`src/rtl/sdram_arb_pkg.sv`:
```
// Shared types and defaults for the SDRAM port arbiter: FSM states,
// requester port indices and default geometry.
package sdram_arb_pkg;

  typedef enum logic [1:0] {
    IDLE = 2'd0,
    BUSY = 2'd1,
    DONE = 2'd2
  } arb_state_t;

  localparam int PORT_PPU    = 0;
  localparam int PORT_CPU    = 1;
  localparam int PORT_LOADER = 2;

  localparam int NPORT_DEF   = 3;
  localparam int AW_DEF      = 22;
  localparam int DW_DEF      = 16;
  localparam int AGE_MAX_DEF = 63;

endpackage

```
`src/rtl/sdram_arb_pick.sv`:
```
// Combinational winner selection: aged requesters beat non-aged ones, and the
// lowest index wins within whichever group is chosen.
module sdram_arb_pick #(
  parameter int NPORT = 3,
  parameter int IW    = 2
) (
  input  logic [NPORT-1:0] req,
  input  logic [NPORT-1:0] aged,
  output logic [IW-1:0]    win,
  output logic             valid
);

  logic [NPORT-1:0] aged_req_s;
  logic [NPORT-1:0] cand_s;

  // Narrow the candidate set to aged requesters when any exist
  always_comb begin
    aged_req_s = req & aged;
    if (|aged_req_s) begin
      cand_s = aged_req_s;
    end else begin
      cand_s = req;
    end
  end

  // Scan from the top so the lowest-index candidate is written last
  always_comb begin
    win   = {IW{1'b0}};
    valid = 1'b0;
    for (int p = NPORT - 1; p >= 0; p--) begin
      win   = cand_s[p] ? IW'(p) : win;
      valid = valid | cand_s[p];
    end
  end

endmodule

```
`src/rtl/sdram_port_arbiter.sv`:
```
// Shares one SDRAM controller req/ack port among NPORT requesters, one access
// in flight at a time. Define SDRAM_ARB_AGING_EN to add per-port aging.
module sdram_port_arbiter
  import sdram_arb_pkg::*;
#(
  parameter int NPORT   = NPORT_DEF,
  parameter int AW      = AW_DEF,
  parameter int DW      = DW_DEF,
  parameter int AGE_MAX = AGE_MAX_DEF,
  localparam int IW     = (NPORT > 1) ? $clog2(NPORT) : 1
) (
  input  logic               sys_clk,
  input  logic               rst,
  input  logic [NPORT-1:0]   req_i,
  input  logic [NPORT-1:0]   we_i,
  input  logic [NPORT*AW-1:0] addr_i,
  input  logic [NPORT*DW-1:0] wdata_i,
  input  logic [NPORT*2-1:0] ds_i,
  output logic [NPORT-1:0]   ack_o,
  output logic [DW-1:0]      rdata_o,
  output logic               mem_req_o,
  output logic               mem_we_o,
  output logic [AW-1:0]      mem_addr_o,
  output logic [DW-1:0]      mem_wdata_o,
  output logic [1:0]         mem_ds_o,
  input  logic               mem_ack_i,
  input  logic [DW-1:0]      mem_rdata_i,
  output logic               busy_o,
  output logic [IW-1:0]      gnt_id_o
);

  arb_state_t       state_r, next_state_s;
  logic [NPORT-1:0] aged_s;
  logic [IW-1:0]    win_s;
  logic             win_valid_s;
  logic [IW-1:0]    gnt_r;
  logic [NPORT-1:0] ack_r;
  logic [DW-1:0]    rdata_r;
  logic             mem_req_r, mem_we_r, busy_r;
  logic [AW-1:0]    mem_addr_r;
  logic [DW-1:0]    mem_wdata_r;
  logic [1:0]       mem_ds_r;

  sdram_arb_pick #(.NPORT(NPORT), .IW(IW)) u_pick (
    .req   (req_i),
    .aged  (aged_s),
    .win   (win_s),
    .valid (win_valid_s)
  );

`ifdef SDRAM_ARB_AGING_EN
  localparam int CW = $clog2(AGE_MAX + 1);
  logic [CW-1:0]    age_r [NPORT];
  logic [NPORT-1:0] served_s;

  // A port counts as aged once its wait counter saturates
  always_comb begin
    aged_s = {NPORT{1'b0}};
    for (int p = 0; p < NPORT; p++) begin
      aged_s[p] = (age_r[p] == CW'(AGE_MAX));
    end
  end

  // A port is served from its grant until the arbiter returns to IDLE
  always_comb begin
    served_s = {NPORT{1'b0}};
    for (int p = 0; p < NPORT; p++) begin
      served_s[p] = ((state_r == IDLE) && win_valid_s && (win_s == IW'(p))) ||
                    ((state_r != IDLE) && (gnt_r == IW'(p)));
    end
  end

  // Saturating wait counters, cleared on service or when the request drops
  always_ff @(posedge sys_clk or posedge rst) begin
    if (rst) begin
      for (int p = 0; p < NPORT; p++) age_r[p] <= {CW{1'b0}};
    end else begin
      for (int p = 0; p < NPORT; p++) begin
        if (!req_i[p] || served_s[p]) begin
          age_r[p] <= {CW{1'b0}};
        end else if (age_r[p] != CW'(AGE_MAX)) begin
          age_r[p] <= age_r[p] + CW'(1);
        end
      end
    end
  end
`else
  logic unused_age_s;
  assign aged_s       = {NPORT{1'b0}};
  assign unused_age_s = (AGE_MAX != 0);
`endif

  // Next-state logic; arbitration only happens from IDLE
  always_comb begin
    next_state_s = state_r;
    case (state_r)
      IDLE: begin
        if (win_valid_s) next_state_s = BUSY;
        else             next_state_s = IDLE;
      end
      BUSY: begin
        if (mem_ack_i) next_state_s = DONE;
        else           next_state_s = BUSY;
      end
      DONE:    next_state_s = IDLE;
      default: next_state_s = IDLE;
    endcase
  end

  // State register
  always_ff @(posedge sys_clk or posedge rst) begin
    if (rst) state_r <= IDLE;
    else     state_r <= next_state_s;
  end

  // Registered grant, controller fields, ack pulse and read data
  always_ff @(posedge sys_clk or posedge rst) begin
    if (rst) begin
      gnt_r       <= {IW{1'b0}};
      ack_r       <= {NPORT{1'b0}};
      rdata_r     <= {DW{1'b0}};
      mem_req_r   <= 1'b0;
      mem_we_r    <= 1'b0;
      mem_addr_r  <= {AW{1'b0}};
      mem_wdata_r <= {DW{1'b0}};
      mem_ds_r    <= 2'b00;
      busy_r      <= 1'b0;
    end else begin
      busy_r <= (next_state_s != IDLE);
      case (state_r)
        IDLE: begin
          if (win_valid_s) begin
            gnt_r       <= win_s;
            mem_req_r   <= 1'b1;
            mem_we_r    <= we_i[win_s];
            mem_addr_r  <= addr_i[int'(win_s)*AW +: AW];
            mem_wdata_r <= wdata_i[int'(win_s)*DW +: DW];
            mem_ds_r    <= ds_i[int'(win_s)*2 +: 2];
          end
        end
        BUSY: begin
          if (mem_ack_i) begin
            mem_req_r <= 1'b0;
            rdata_r   <= mem_rdata_i;
            ack_r     <= {{(NPORT-1){1'b0}}, 1'b1} << gnt_r;
          end
        end
        DONE:    ack_r <= {NPORT{1'b0}};
        default: ack_r <= {NPORT{1'b0}};
      endcase
    end
  end

  assign ack_o       = ack_r;
  assign rdata_o     = rdata_r;
  assign mem_req_o   = mem_req_r;
  assign mem_we_o    = mem_we_r;
  assign mem_addr_o  = mem_addr_r;
  assign mem_wdata_o = mem_wdata_r;
  assign mem_ds_o    = mem_ds_r;
  assign busy_o      = busy_r;
  assign gnt_id_o    = gnt_r;

endmodule

```
`config.mk`:
```
export PLATFORM = sky130hd
export DESIGN_NAME = sdram_port_arbiter
export DESIGN_NICKNAME = d
export VERILOG_FILES = /design/src/rtl/sdram_arb_pkg.sv /design/src/rtl/sdram_arb_pick.sv /design/src/rtl/sdram_port_arbiter.sv
export SDC_FILE = /design/constraint.sdc
export NUM_CORES = 1
export LEC_CHECK = 0
export CAP_MARGIN = 20
export CORE_MARGIN = 5
export CORE_UTILIZATION = 42
export DETAILED_ROUTE_END_ITERATION = 10
export GPL_TIMING_DRIVEN = 0
export PLACE_DENSITY_LB_ADDON = 0.2
export SLEW_MARGIN = 30
export SYNTH_ARGS = -nofsm -noshare
export SYNTH_HDL_FRONTEND = slang
export SYNTH_SLANG_ARGS = --single-unit
```
`constraint.sdc`:
```
create_clock -name sys_clk -period 6.2 [get_ports sys_clk]
set_input_delay 0.93 -clock sys_clk [delete_from_list [all_inputs] [get_ports sys_clk]]
set_output_delay 0.93 -clock sys_clk [all_outputs]
set_load 0.02 [all_outputs]
```
# --- Yosys cells after proc, flatten, opt, wreduce, memory -nomap -nowiden ---
# Cells that the tools add are included.
word_totals:
  elab_cells: 42
  inputBits: 145
  latchBits: 0
  ramBits: 0
  n_memories: 0
  reg_bits: 66
  mem_bits_ro: 0
op_classes:
  mul: 1
  div_mod_pow: 0
  n_mux: 13
  n_lt_le_gt_ge: 1
  n_reduce_logical: 7
  eq_ne: 3
  bitwise: 3
  shifts: 4
  add_sub_neg: 0
op_table:
  columns: ["op", "count"]
  rows:
  - ["$shiftx A66 B8 Y22", 1]
  - ["$shiftx A48 B7 Y16", 1]
  - ["$mux W2", 4]
  - ["$mul A2 B4 Y6 const B", 1]
  - ["$pmux W3 S2", 1]
  - ["$reduce_and A2 Y1", 3]
  - ["$shiftx A6 B4 Y2", 1]
  - ["$mux W1", 4]
  - ["$pmux W2 S2", 1]
  - ["$reduce_bool A2 Y1", 2]
  - ["$lt A2 B3 Y1 const B", 1]
  - ["$mux W3", 1]
  - ["$reduce_and A3 Y1", 1]
  - ["$shl A1 B2 Y3 const A", 1]
  - ["$bmux W1 S2", 1]
  - ["$eq A2 B1 Y1 const B", 1]
  - ["$logic_not A2 Y1", 1]
  - ["$ne A2 B1 Y1 const B", 1]
  - ["$ne A2 B2 Y1 const B", 1]
  - ["$or A1 B1 Y1", 2]
  - ["$pmux W1 S2", 1]
  - ["$not A1 Y1", 1]

# --- Longest topological paths before layout ---
logic_depth:
  ltp_word: 5
  ltp_mapped: 6
  depth_no_buf: 3

# --- Modules after synthesis ---
# Synthesis repeated with hierarchy kept, for this count alone.
hier_totals:
  cells_unflattened: 342
  hier_area_um2: 3453.3
by_module_without_submodules:
  columns: ["module", "cells_each", "instances", "area_per_inst_um2"]
  rows:
  - ["sdram_port_arbiter", 334, 1, 3395.8]
  - ["sdram_arb_pick", 8, 1, 57.6]

# --- Worst setup path before layout ---
# OpenSTA, ideal clock, no wires.
synth_path:
  path_kind: "input-to-reg"
  from: "input port req_i[2]"
  to: "register mem_addr_r[2], in the netlist mem_addr_o[2]"
  path_stages: 5
  setup_slack_ns: 4.303
  arrival_ns: 1.766
  setup_ns: 0.130
  cell_sequence: "buf_4 -> buf_2 -> or3b_1 -> a21oi_1 -> o31ai_2"
synth_via:
  elab_chain_cells: 5
synth_rtl:
  columns: ["item", "line_no", "source"]
  rows:
  - ["start: declaration", "sdram_port_arbiter.sv:14", "input logic [NPORT-1:0] req_i,"]
  - ["$mux W2 (3 in a row)", "sdram_arb_pick.sv:31", "win = cand_s[p] ? IW'(p) : win;"]
  - ["$mul A2 B4 Y6", "sdram_port_arbiter.sv:136", "mem_addr_r <= addr_i[int'(win_s)*AW +: AW];"]
  - ["$shiftx A66 B8 Y22", "sdram_port_arbiter.sv:136", null]
  - ["end signal: assignment", "sdram_port_arbiter.sv:124", "mem_addr_r <= {AW{1'b0}};"]
  - ["end signal: assignment", "sdram_port_arbiter.sv:136", null]
  - ["end: declaration", "sdram_port_arbiter.sv:40", "logic [AW-1:0] mem_addr_r;"]
# Several ways; a longest one is shown, not always the timed one.
# A chain may end at the register's enable or synchronous reset.

# --- Worst setup path after layout ---
layout_path:
  from: "register gnt_r[0], in the netlist gnt_id_o[0]"
  to: "output port gnt_id_o[0]"
layout_lines:
  columns: ["item", "line_no", "source"]
  rows:
  - ["start: declaration", "sdram_port_arbiter.sv:36", "logic [IW-1:0] gnt_r;"]
  - ["start signal: assignment", "sdram_port_arbiter.sv:119", "gnt_r <= {IW{1'b0}};"]
  - ["start signal: assignment", "sdram_port_arbiter.sv:133", "gnt_r <= win_s;"]
  - ["end: declaration", "sdram_port_arbiter.sv:29", "output logic [IW-1:0] gnt_id_o"]
# No word-level cell between the ends.

==> results.sh <==
export IMPL_cellLeakagePower_nw=2.46
export IMPL_drc=0
export IMPL_diodes=0
export IMPL_finalInstanceArea_mm2=0.00616
export IMPL_min_from="mem_req_o"
export IMPL_synth_area_mm2=0.00376
export IMPL_r2r_start="state_r[0]"
export IMPL_path_delay_family="buffers and inverters"
export IMPL_initial_core_util_pct=43.2
export IMPL_cap_violations=0
export IMPL_layout_cells_non_filler=730
export IMPL_hold_class="reg -> reg"
export IMPL_avgSynthCellArea_um2=9.46
export IMPL_fin_crit_sh_pct=37.3
export IMPL_cp_slowest_cell="clkdlybuf4s50_1"
export IMPL_gp_congestion=0.832
export IMPL_finalNetCount=762
export IMPL_worstPathArrival_ps=1380
export IMPL_crit_path_end_kind="output pin"
export IMPL_syn_inst=398
export IMPL_io_pins=209
export IMPL_htreeDepth=3
export IMPL_synth_distinct_cells=29
export IMPL_routed_via_density=5.15
export IMPL_grt_pass1_vias=4009
export IMPL_grt_setup_unrepaired="false"
export IMPL_worstSetupPathType="reg -> out"
export IMPL_detail_route_iter0_violations=113
export IMPL_power_density_mw_per_mm2=388
export IMPL_cts_sinks=66
export IMPL_grt_usage_pct=21.9
export IMPL_clk_pin_slew_ps=60
export IMPL_portBuffers=207
export IMPL_cp_data_required_time_ps=5270
export IMPL_hold_buffers=0
export IMPL_cts_buffers=9
export IMPL_critical_path_cell_chain="clkdlybuf4s50_1"
export IMPL_timing_final_max_slew_violations=0
export IMPL_cp_startpoint="gnt_id_o[0]"
export IMPL_synth_edf_count=0
export IMPL_synth_most_common_cell="dfrtp_1"
export IMPL_async_flop_share_pct=100
export IMPL_fin_crit_ps=2310
export IMPL_drive_above_1_share_pct=10.3
export IMPL_synth_seq_cells=66
export IMPL_core_area_mm2=0.00872
export IMPL_antenna_found_initial=0
export IMPL_cts_root_buf="clkbuf_8"
export IMPL_ys_seq_area_share_pct=43.9
export IMPL_ys_top_cells_by_count="66 x dfrtp_1, 48 x nor2_1, 44 x a21oi_1, 44 x o21ai_0, 42 x nand2b_1"
export IMPL_vias=3759
export IMPL_synth_area_top_cells="dfrtp_1 44%, or3b_1 8.4%, o31ai_1 7.2%, nand2b_1 7.0%, a21oi_1 5.9%"
export IMPL_cts_setup_buffers=0
export IMPL_peakVddDrop_v=0.000179
export IMPL_post_drt_wl_per_cell_um=16.4
export IMPL_clk_latency_ps=330
export IMPL_hpwl_um=9510
export IMPL_final_hold_violation_count=0
export IMPL_gr_total_overflow=0
export IMPL_cp_buffers_inverters=1
export IMPL_cp_slowest_stage_delay_ps=650
export IMPL_clockBufferDepth=2
export IMPL_yosysTopAreaCellShare_pct=43.9
export IMPL_firstDrtPassIters=4
export IMPL_die_w_um=105
export IMPL_syn_num_nets=543
export IMPL_ys_warn_count=0
export IMPL_die_y_um=105
export IMPL_cts_resized=0
export IMPL_synth_top_cell_by_area="dfrtp_1"
export IMPL_dp_cells=714
export IMPL_syn2layout_area_growth_pct=63.8
export IMPL_worst_pin_slew_ps=498
export IMPL_start_kind="register"
export IMPL_grt_max_degree=49
export IMPL_finalSetupViolCount=0
export IMPL_place_area_mm2=0.00600
export IMPL_finClkSkew_ps=10.4
export IMPL_synthFlopType="dfrtp_1"
export IMPL_cts_tree="yes"
export IMPL_final_setup_tns_ps=0
export IMPL_wirelength_um=12000
export IMPL_whs_ps=474
export IMPL_rows=34
export IMPL_crit_fanout=5
export IMPL_die_area_mm2=0.0110
export IMPL_status="finished, final reports clean"
export IMPL_ant_nets=0
export IMPL_slew_headroom_pct=66.8
export IMPL_fmax_mhz=432
export IMPL_grt_pass1_wl_um=19700
area by class of cell:
cell class | instances | area [µm²]
timing repair buffer | 208 | 2100
clock inverter | 5 | 31.3
clock buffer | 11 | 131
inverter | 2 | 10.0
sequential | 66 | 1650
tap | 108 | 135
multi-input combinational | 292 | 1870
fill | 696 | 2560
buffer | 38 | 236
placed cells by master (no fill, tap or decap), drive strengths merged, types with 4 or more instances in the layout:
cell and instances:
o21ai 44, mux2 16, clkinv 4, dfrtp 66, clkbuf 25, buf 25, or3b 41, clkdlybuf4s50 207
o31ai 40, nand2 6, nor2 48, nand2b 42, a21oi 44
stage by stage:
stage,setup WS (ps),utilization [%],power [mW]
2_1_floorplan,3620,-,1.46
3_3_place_gp,2510,68.5,2.08
3_5_place_dp,3620,68.8,2.11
4_1_cts,3850,70.7,2.42
5_1_grt,3820,70.7,2.56
6_report,3890,70.7,2.39
sequential cells by signal, indices dropped and copies added, names as in the netlist:
name / count
mem_ds_o: 2
ack_o: 3
mem_we_o: 1
busy_o: 1
mem_req_o: 1
mem_addr_o: 22
state_r: 2
rdata_o: 16
gnt_id_o: 2
mem_wdata_o: 16
report_power, final:
group	internal (mW)	total [mW]	leakage, nW	switching [mW]
Sequential	0.647	0.760	0.795	0.113
Combinational	0.674	1.33	1.58	0.656
Clock	0.144	0.300	0.0831	0.157
Total	1.47	2.39	2.46	0.926
kinds of logic (layout without fill, tap and decap cells):
family | Yosys count | in the layout | share of synthesized area, %
simple gates | 145 | 145 | 23.9
compound gates | 130 | 130 | 20.7
flops | 66 | 66 | 43.9
buf+inv | 40 | 264 | 6.48
mux | 17 | 17 | 5.05
metal layers:
layer / routed length [µm] / GRT usage, % / vias up
li1: - / - / 1851
met1: 4670 / 24.9 / 1744
met2: 5980 / 38.1 / 143
met3: 1060 / 8.38 / 21
met4: 263 / 6.85 / 0
met5: 0 / 0 / -
worst paths after layout:
kind | slack, ps | cells after the start | end
min in group asynchronous | 880 | 2 | rdata_o[10]
max in group asynchronous | 4800 | 3 | mem_wdata_o[9]
max reg2reg | 4670 | 5 | mem_wdata_o[12]
min | 470 | 2 | mem_req_o
min reg2reg | 470 | 2 | mem_req_o
max | 3890 | 1 | gnt_id_o[0]
No activity file was read; power rests on OpenSTA's default activity.
